==> src/rtl/dest_pop_arbiter_if.sv <==
// Bus between the destination FIFOs, the pop arbiter and the output stage.
// The master modport is the FIFO/output-stage side, and the slave modport is the arbiter.
interface dest_pop_arbiter_if #(
  parameter int unsigned DATA_W = 10,
  parameter int unsigned CNT_W  = 16
);
  logic              arb_en;
  logic              fifo0_empty;
  logic              fifo1_empty;
  logic [DATA_W-1:0] datain_dest0;
  logic [DATA_W-1:0] datain_dest1;
  logic              out_almost_full;
  logic              pop0;
  logic              pop1;
  logic [DATA_W-1:0] dataout_dest;
  logic              validoutdest;
  logic [1:0]        arb_state;
  logic [CNT_W-1:0]  gnt0_cnt;
  logic [CNT_W-1:0]  gnt1_cnt;

  modport master (
    output arb_en, fifo0_empty, fifo1_empty, datain_dest0, datain_dest1, out_almost_full,
    input  pop0, pop1, dataout_dest, validoutdest, arb_state, gnt0_cnt, gnt1_cnt
  );

  modport slave (
    input  arb_en, fifo0_empty, fifo1_empty, datain_dest0, datain_dest1, out_almost_full,
    output pop0, pop1, dataout_dest, validoutdest, arb_state, gnt0_cnt, gnt1_cnt
  );
endinterface

==> src/rtl/dest_pop_arbiter.sv <==
// Pop scheduler for the dest0/dest1 show-ahead FIFOs. dest0 has priority, and a starvation guard protects dest1.
// The selected word, its valid and the grant counters are registered.
module dest_pop_arbiter #(
  parameter int unsigned DATA_W     = 10,
  parameter int unsigned MAX_STARVE = 4,
  parameter int unsigned CNT_W      = 16
) (
  input  logic               clk,
  input  logic               reset,
  dest_pop_arbiter_if.slave  bus
);

  localparam int unsigned SW = (MAX_STARVE == 0) ? 1 : $clog2(MAX_STARVE + 1);

  typedef enum logic [1:0] {
    IDLE  = 2'b00,
    RUN   = 2'b01,
    STALL = 2'b10
  } state_e;

  state_e            state_q, state_d;
  logic [SW-1:0]     starve_q, starve_d;
  logic [DATA_W-1:0] data_q, data_d;
  logic              valid_q, valid_d;
  logic [CNT_W-1:0]  gnt0_q, gnt0_d;
  logic [CNT_W-1:0]  gnt1_q, gnt1_d;

  logic starve_due;
  logic can_pop;
  logic gnt0, gnt1;
  logic pop0, pop1;

  always_ff @(posedge clk) begin
    if (reset) begin
      state_q  <= IDLE;
      starve_q <= '0;
      data_q   <= '0;
      valid_q  <= 1'b0;
      gnt0_q   <= '0;
      gnt1_q   <= '0;
    end else begin
      state_q  <= state_d;
      starve_q <= starve_d;
      data_q   <= data_d;
      valid_q  <= valid_d;
      gnt0_q   <= gnt0_d;
      gnt1_q   <= gnt1_d;
    end
  end

  // Dropping the enable returns to IDLE from any state.
  always_comb begin
    state_d = state_q;
    if (!bus.arb_en) begin
      state_d = IDLE;
    end else begin
      case (state_q)
        IDLE:    state_d = RUN;
        RUN:     if (bus.out_almost_full) state_d = STALL;
        STALL:   if (!bus.out_almost_full) state_d = RUN;
        default: state_d = IDLE;
      endcase
    end
  end

  // The guard never fires when MAX_STARVE is 0. In that case, dest0 has plain fixed priority.
  assign starve_due = (MAX_STARVE != 0) && (starve_q == SW'(MAX_STARVE));
  assign can_pop    = (state_q == RUN) && bus.arb_en && !bus.out_almost_full && !reset;

  always_comb begin
    gnt0 = 1'b0;
    gnt1 = 1'b0;
    if (!bus.fifo0_empty && !bus.fifo1_empty) begin
      gnt1 = starve_due;
      gnt0 = !starve_due;
    end else begin
      gnt0 = !bus.fifo0_empty;
      gnt1 = !bus.fifo1_empty;
    end
  end

  assign pop0 = gnt0 && can_pop;
  assign pop1 = gnt1 && can_pop;

  // Starvation tracking, output capture and saturating grant counters.
  always_comb begin
    starve_d = starve_q;
    data_d   = '0;
    valid_d  = pop0 || pop1;
    gnt0_d   = gnt0_q;
    gnt1_d   = gnt1_q;

    if (bus.fifo1_empty || pop1) begin
      starve_d = '0;
    end else if (pop0 && (starve_q != SW'(MAX_STARVE))) begin
      starve_d = starve_q + SW'(1);
    end

    if (pop1) begin
      data_d = bus.datain_dest1;
    end else if (pop0) begin
      data_d = bus.datain_dest0;
    end

    if (pop0 && (gnt0_q != '1)) gnt0_d = gnt0_q + CNT_W'(1);
    if (pop1 && (gnt1_q != '1)) gnt1_d = gnt1_q + CNT_W'(1);
  end

  assign bus.pop0         = pop0;
  assign bus.pop1         = pop1;
  assign bus.dataout_dest = data_q;
  assign bus.validoutdest = valid_q;
  assign bus.arb_state    = state_q;
  assign bus.gnt0_cnt     = gnt0_q;
  assign bus.gnt1_cnt     = gnt1_q;

endmodule

==> src/flat_wrapper.sv <==
// flat-port wrapper written by rule: the top's interface ports become plain ports
module dest_pop_arbiter_flat 
#(
  parameter int unsigned DATA_W     = 10,
  parameter int unsigned MAX_STARVE = 4,
  parameter int unsigned CNT_W      = 16
)
  (clk, reset, bus_arb_en, bus_fifo0_empty, bus_fifo1_empty, bus_datain_dest0, bus_datain_dest1, bus_out_almost_full, bus_pop0, bus_pop1, bus_dataout_dest, bus_validoutdest, bus_arb_state, bus_gnt0_cnt, bus_gnt1_cnt);
  dest_pop_arbiter_if #(.DATA_W(DATA_W), .CNT_W(CNT_W)) bus_i ();
  input  logic clk;
  input  logic reset;
  input wire logic [$bits(bus_i.arb_en)-1:0] bus_arb_en;
  input wire logic [$bits(bus_i.fifo0_empty)-1:0] bus_fifo0_empty;
  input wire logic [$bits(bus_i.fifo1_empty)-1:0] bus_fifo1_empty;
  input wire logic [$bits(bus_i.datain_dest0)-1:0] bus_datain_dest0;
  input wire logic [$bits(bus_i.datain_dest1)-1:0] bus_datain_dest1;
  input wire logic [$bits(bus_i.out_almost_full)-1:0] bus_out_almost_full;
  output wire logic [$bits(bus_i.pop0)-1:0] bus_pop0;
  output wire logic [$bits(bus_i.pop1)-1:0] bus_pop1;
  output wire logic [$bits(bus_i.dataout_dest)-1:0] bus_dataout_dest;
  output wire logic [$bits(bus_i.validoutdest)-1:0] bus_validoutdest;
  output wire logic [$bits(bus_i.arb_state)-1:0] bus_arb_state;
  output wire logic [$bits(bus_i.gnt0_cnt)-1:0] bus_gnt0_cnt;
  output wire logic [$bits(bus_i.gnt1_cnt)-1:0] bus_gnt1_cnt;
  assign bus_i.arb_en = bus_arb_en;
  assign bus_i.fifo0_empty = bus_fifo0_empty;
  assign bus_i.fifo1_empty = bus_fifo1_empty;
  assign bus_i.datain_dest0 = bus_datain_dest0;
  assign bus_i.datain_dest1 = bus_datain_dest1;
  assign bus_i.out_almost_full = bus_out_almost_full;
  assign bus_pop0 = bus_i.pop0;
  assign bus_pop1 = bus_i.pop1;
  assign bus_dataout_dest = bus_i.dataout_dest;
  assign bus_validoutdest = bus_i.validoutdest;
  assign bus_arb_state = bus_i.arb_state;
  assign bus_gnt0_cnt = bus_i.gnt0_cnt;
  assign bus_gnt1_cnt = bus_i.gnt1_cnt;
  dest_pop_arbiter #(.DATA_W(DATA_W), .MAX_STARVE(MAX_STARVE), .CNT_W(CNT_W)) u_core (.clk(clk), .reset(reset), .bus(bus_i));
endmodule
==> config.mk <==
export PLATFORM = sky130hd
export DESIGN_NAME = dest_pop_arbiter_flat
export DESIGN_NICKNAME = d
export VERILOG_FILES = /design/src/rtl/dest_pop_arbiter_if.sv /design/src/rtl/dest_pop_arbiter.sv /design/src/flat_wrapper.sv
export SDC_FILE = /design/constraint.sdc
export NUM_CORES = 1
export LEC_CHECK = 0
export CAP_MARGIN = 10
export CORE_MARGIN = 1
export CORE_UTILIZATION = 50
export DETAILED_ROUTE_END_ITERATION = 10
export GPL_TIMING_DRIVEN = 1
export PLACE_DENSITY = 0.86
export SLEW_MARGIN = 20
export SYNTH_ARGS = -nofsm -noshare
export SYNTH_HDL_FRONTEND = slang
export SYNTH_SLANG_ARGS = --single-unit
==> constraint.sdc <==
create_clock -name clk -period 2.9 [get_ports clk]
set_input_delay 0.58 -clock clk [delete_from_list [all_inputs] [get_ports clk]]
set_output_delay 0.58 -clock clk [all_outputs]
set_load 0.01 [all_outputs]
==> impl_metrics.env <==
export IMPL_status="finished, final reports clean"
export IMPL_hold_depth=1
export IMPL_drc_errors=0
export IMPL_synth_adder_area_share_pct=2.492
export IMPL_drv_cap=0
export IMPL_drive_above_1_share_pct=9.174
export IMPL_tritoncts="done"
export IMPL_initial_core_util_pct=53.50
export IMPL_routed_wl_mm=5.671
export IMPL_rsz0062_at_grt="no"
export IMPL_finalWorstSetupSlack_ps=119.0
export IMPL_cts_inserted_buffers=5
export IMPL_critPathKind="in2out"
export IMPL_die_w_um=71.43
export IMPL_ys_flop_type="dfxtp_1"
export IMPL_die_area_um2=5102
export IMPL_peakVddDrop_mv=0.2333
export IMPL_power_mw=1.231
export IMPL_arrival_ps=2200
export IMPL_start_kind="input port"
export IMPL_hpwlAfterDp_mm=3.913
export IMPL_synth_cells=252
export IMPL_clock_latency_ps=300
export IMPL_clock_fmax_mhz=359.6
export IMPL_fin_setup_tns_ps=0
export IMPL_nets=356
export IMPL_final_util_pct=73.22
export IMPL_antenna_found_initial=0
export IMPL_ys_warn_count=0
export IMPL_setup_viol=0
export IMPL_slew_viol_final=0
export IMPL_hp_class="reg2reg"
export IMPL_wire_per_inst_um=14.96
export IMPL_min_to="u_core.bus.gnt0_cnt[15]"
export IMPL_synth_xor_area_share_pct=1.090
export IMPL_io_pins=73
export IMPL_async_reset_ff_share_pct=0
export IMPL_synth_top_family_by_area="simple AND/OR/NAND/NOR gates"
export IMPL_routed_via_density=6.055
export IMPL_synth_edf_count=0
export IMPL_antennaDiodeCount=0
export IMPL_finalHoldViolCount=0
export IMPL_grt_pass1_vias=2034
export IMPL_period_share_pct=95.90
export IMPL_place_congestion=0.7852
export IMPL_htreeDepth=2
export IMPL_end_kind="primary output"
export IMPL_grt_pass1_wl_mm=9.425
export IMPL_synthMuxAreaShare_pct=4.154
export IMPL_die_y_um=71.43
export IMPL_timing_slew_headroom_pct=68.67
export IMPL_io_buffers=72
export IMPL_pre_cts_ws_ps=59.28
export IMPL_finalClockSkew_ps=10.02
export IMPL_seq_area_frac_synth_pct=39.88
export IMPL_path_clk_slew_ps=90
export IMPL_synth_compound_area_share_pct=18.54
export IMPL_r2r_start="u_core.bus.gnt0_cnt[1]"
export IMPL_r2r_slack_ps=750
export IMPL_layout_commonest_cell="clkdlybuf4s50_1"
export IMPL_synth_cell_type_count=52
export IMPL_grt_usage_pct=22.79
export IMPL_grt_overflow_total=0
export IMPL_synth_nets=282
export IMPL_num_vias=2295
export IMPL_nFillCells=330
export IMPL_final_cell_mix="clkdlybuf4s50_1, dfxtp_1, a21oi_1, nand3_1"
export IMPL_ant_nets=0
export IMPL_cts_root_buf="clkbuf_8"
export IMPL_drtIter0Drc=75
export IMPL_yosys_area_share_simple_pct=28.92
export IMPL_rows=24
export IMPL_area_delta_synth_final_pct=36.86
export IMPL_grt_max_degree=41
export IMPL_crit_fanout=4
export IMPL_fin_crit_ps=2781
export IMPL_leakage_nw=1.151
export IMPL_reg2reg_depth=6
export IMPL_synth_area_um2=2410
export IMPL_worst_pin_slew_ps=466.5
export IMPL_drt_first_pass_iters=4
export IMPL_hold_path_startpoint="u_core.bus.gnt0_cnt[15]"
export IMPL_clock_path_buffers=2
export IMPL_synth_seq_cells=48
export IMPL_cp_data_required_time_ps=2320
export IMPL_cts_sinks=48
export IMPL_syn_area_per_cell_um2=9.563
export IMPL_r2r_end="u_core.bus.gnt0_cnt[9]"
export IMPL_fp_coreArea_um2=4504
export IMPL_powerDensity_nw_per_um2=373.3
[worst max path at each step]
stage / slack, ps / depth (start not counted) / startpoint / endpoint
2_1_floorplan: 750 / 4 / bus_out_almost_full / bus_pop1
3_3_place_gp: 80 / 6 / bus_out_almost_full / bus_pop0
3_5_place_dp: 60 / 6 / bus_out_almost_full / bus_pop0
4_1_cts: 50 / 6 / bus_out_almost_full / bus_pop0
5_1_grt: 5 / 6 / bus_out_almost_full / bus_pop1
6_report: 120 / 6 / bus_out_almost_full / bus_pop1
[registers in the layout (all words and copies together), names as in the netlist]
register and count:
u_core.bus.arb_state 2, u_core.bus.gnt0_cnt 16, u_core.bus.gnt1_cnt 16, u_core.bus.validoutdest 1, u_core.bus.dataout_dest 10, u_core.starve_q 3
[synth_stat cells (3+ instances only)]
library cell | count | share of area [%]
dfxtp_1 | 48 | 40
a21oi_1 | 18 | 3.7
nand3_1 | 14 | 2.9
nand4_1 | 11 | 2.9
nor4_1 | 11 | 2.9
or4_1 | 11 | 3.4
a22o_1 | 10 | 3.6
nand2_1 | 10 | 1.6
nor2_1 | 10 | 1.6
o31ai_1 | 10 | 3.1
nor2b_1 | 9 | 2.3
and4_1 | 7 | 2.5
inv_1 | 7 | 1.1
buf_2 | 5 | 1.0
mux2_1 | 5 | 2.3
o21ai_0 | 5 | 1.0
and3_1 | 4 | 1.0
buf_6 | 4 | 1.9
ha_1 | 4 | 2.1
clkbuf_1 | 3 | 0.47
mux2_2 | 3 | 1.4
nor3_1 | 3 | 0.62
o31a_1 | 3 | 1.1
or3_1 | 3 | 0.78
[cell families after synthesis]
logic type      count (synthesis)
fa+ha+maj                       5
xor+xnor                        3
flops                          48
mux                             9
simple gates                  104
compound gates                 61
buf+inv                        22
[per-layer routing]
metal / track usage [%] / vias up / routed length, um
li1: - / 1130 / -
met1: 30.20 / 1084 / 2545
met2: 38.73 / 73 / 2745
met3: 3.657 / 8 / 327
met4: 6.000 / 0 / 53
met5: 0 / - / 0
[worst max-delay path, cell delays in order]
cell and delay, ps:
clkdlybuf4s50_1 470, nor4b_4 270, buf_4 190, nand4b_4 90
clkinv_1 70, clkdlybuf4s50_1 530
[power breakdown]
part / switching [mW] / internal, mW / leakage [nW]
Sequential: 0.00282 / 0.661 / 0.387
Combinational: 0.0280 / 0.0433 / 0.709
Clock: 0.236 / 0.260 / 0.0548
Total: 0.267 / 0.965 / 1.15
[timing repair]
action                                  CTS  global route
resized for setup                         0             1
hold buffers                              0             0
setup buffers                             0             0
endpoints found under the setup margin    0             1
[per-stage QoR]
stage | instances | hold slack, ps | area, um^2
2_1_floorplan | 252 | 504.8 | 2410
3_3_place_gp | 371 | 486.1 | 3181
3_5_place_dp | 371 | 499.1 | 3181
4_1_cts | 379 | 516.4 | 3296
5_1_grt | 379 | 529.9 | 3298
6_report | 379 | 512.1 | 3298
[final cells by class]
cell class                 count  area, um^2  area share (%)
multi-input combinational    182        1336           40.52
tap                           52       65.06           1.973
clock buffer                   5       68.82           2.086
clock inverter                 3       46.29           1.404
timing repair buffer          81       790.8           23.98
inverter                       8       30.03          0.9105
sequential                    48       960.9           29.14
Power figures use the tool's default switching activity.
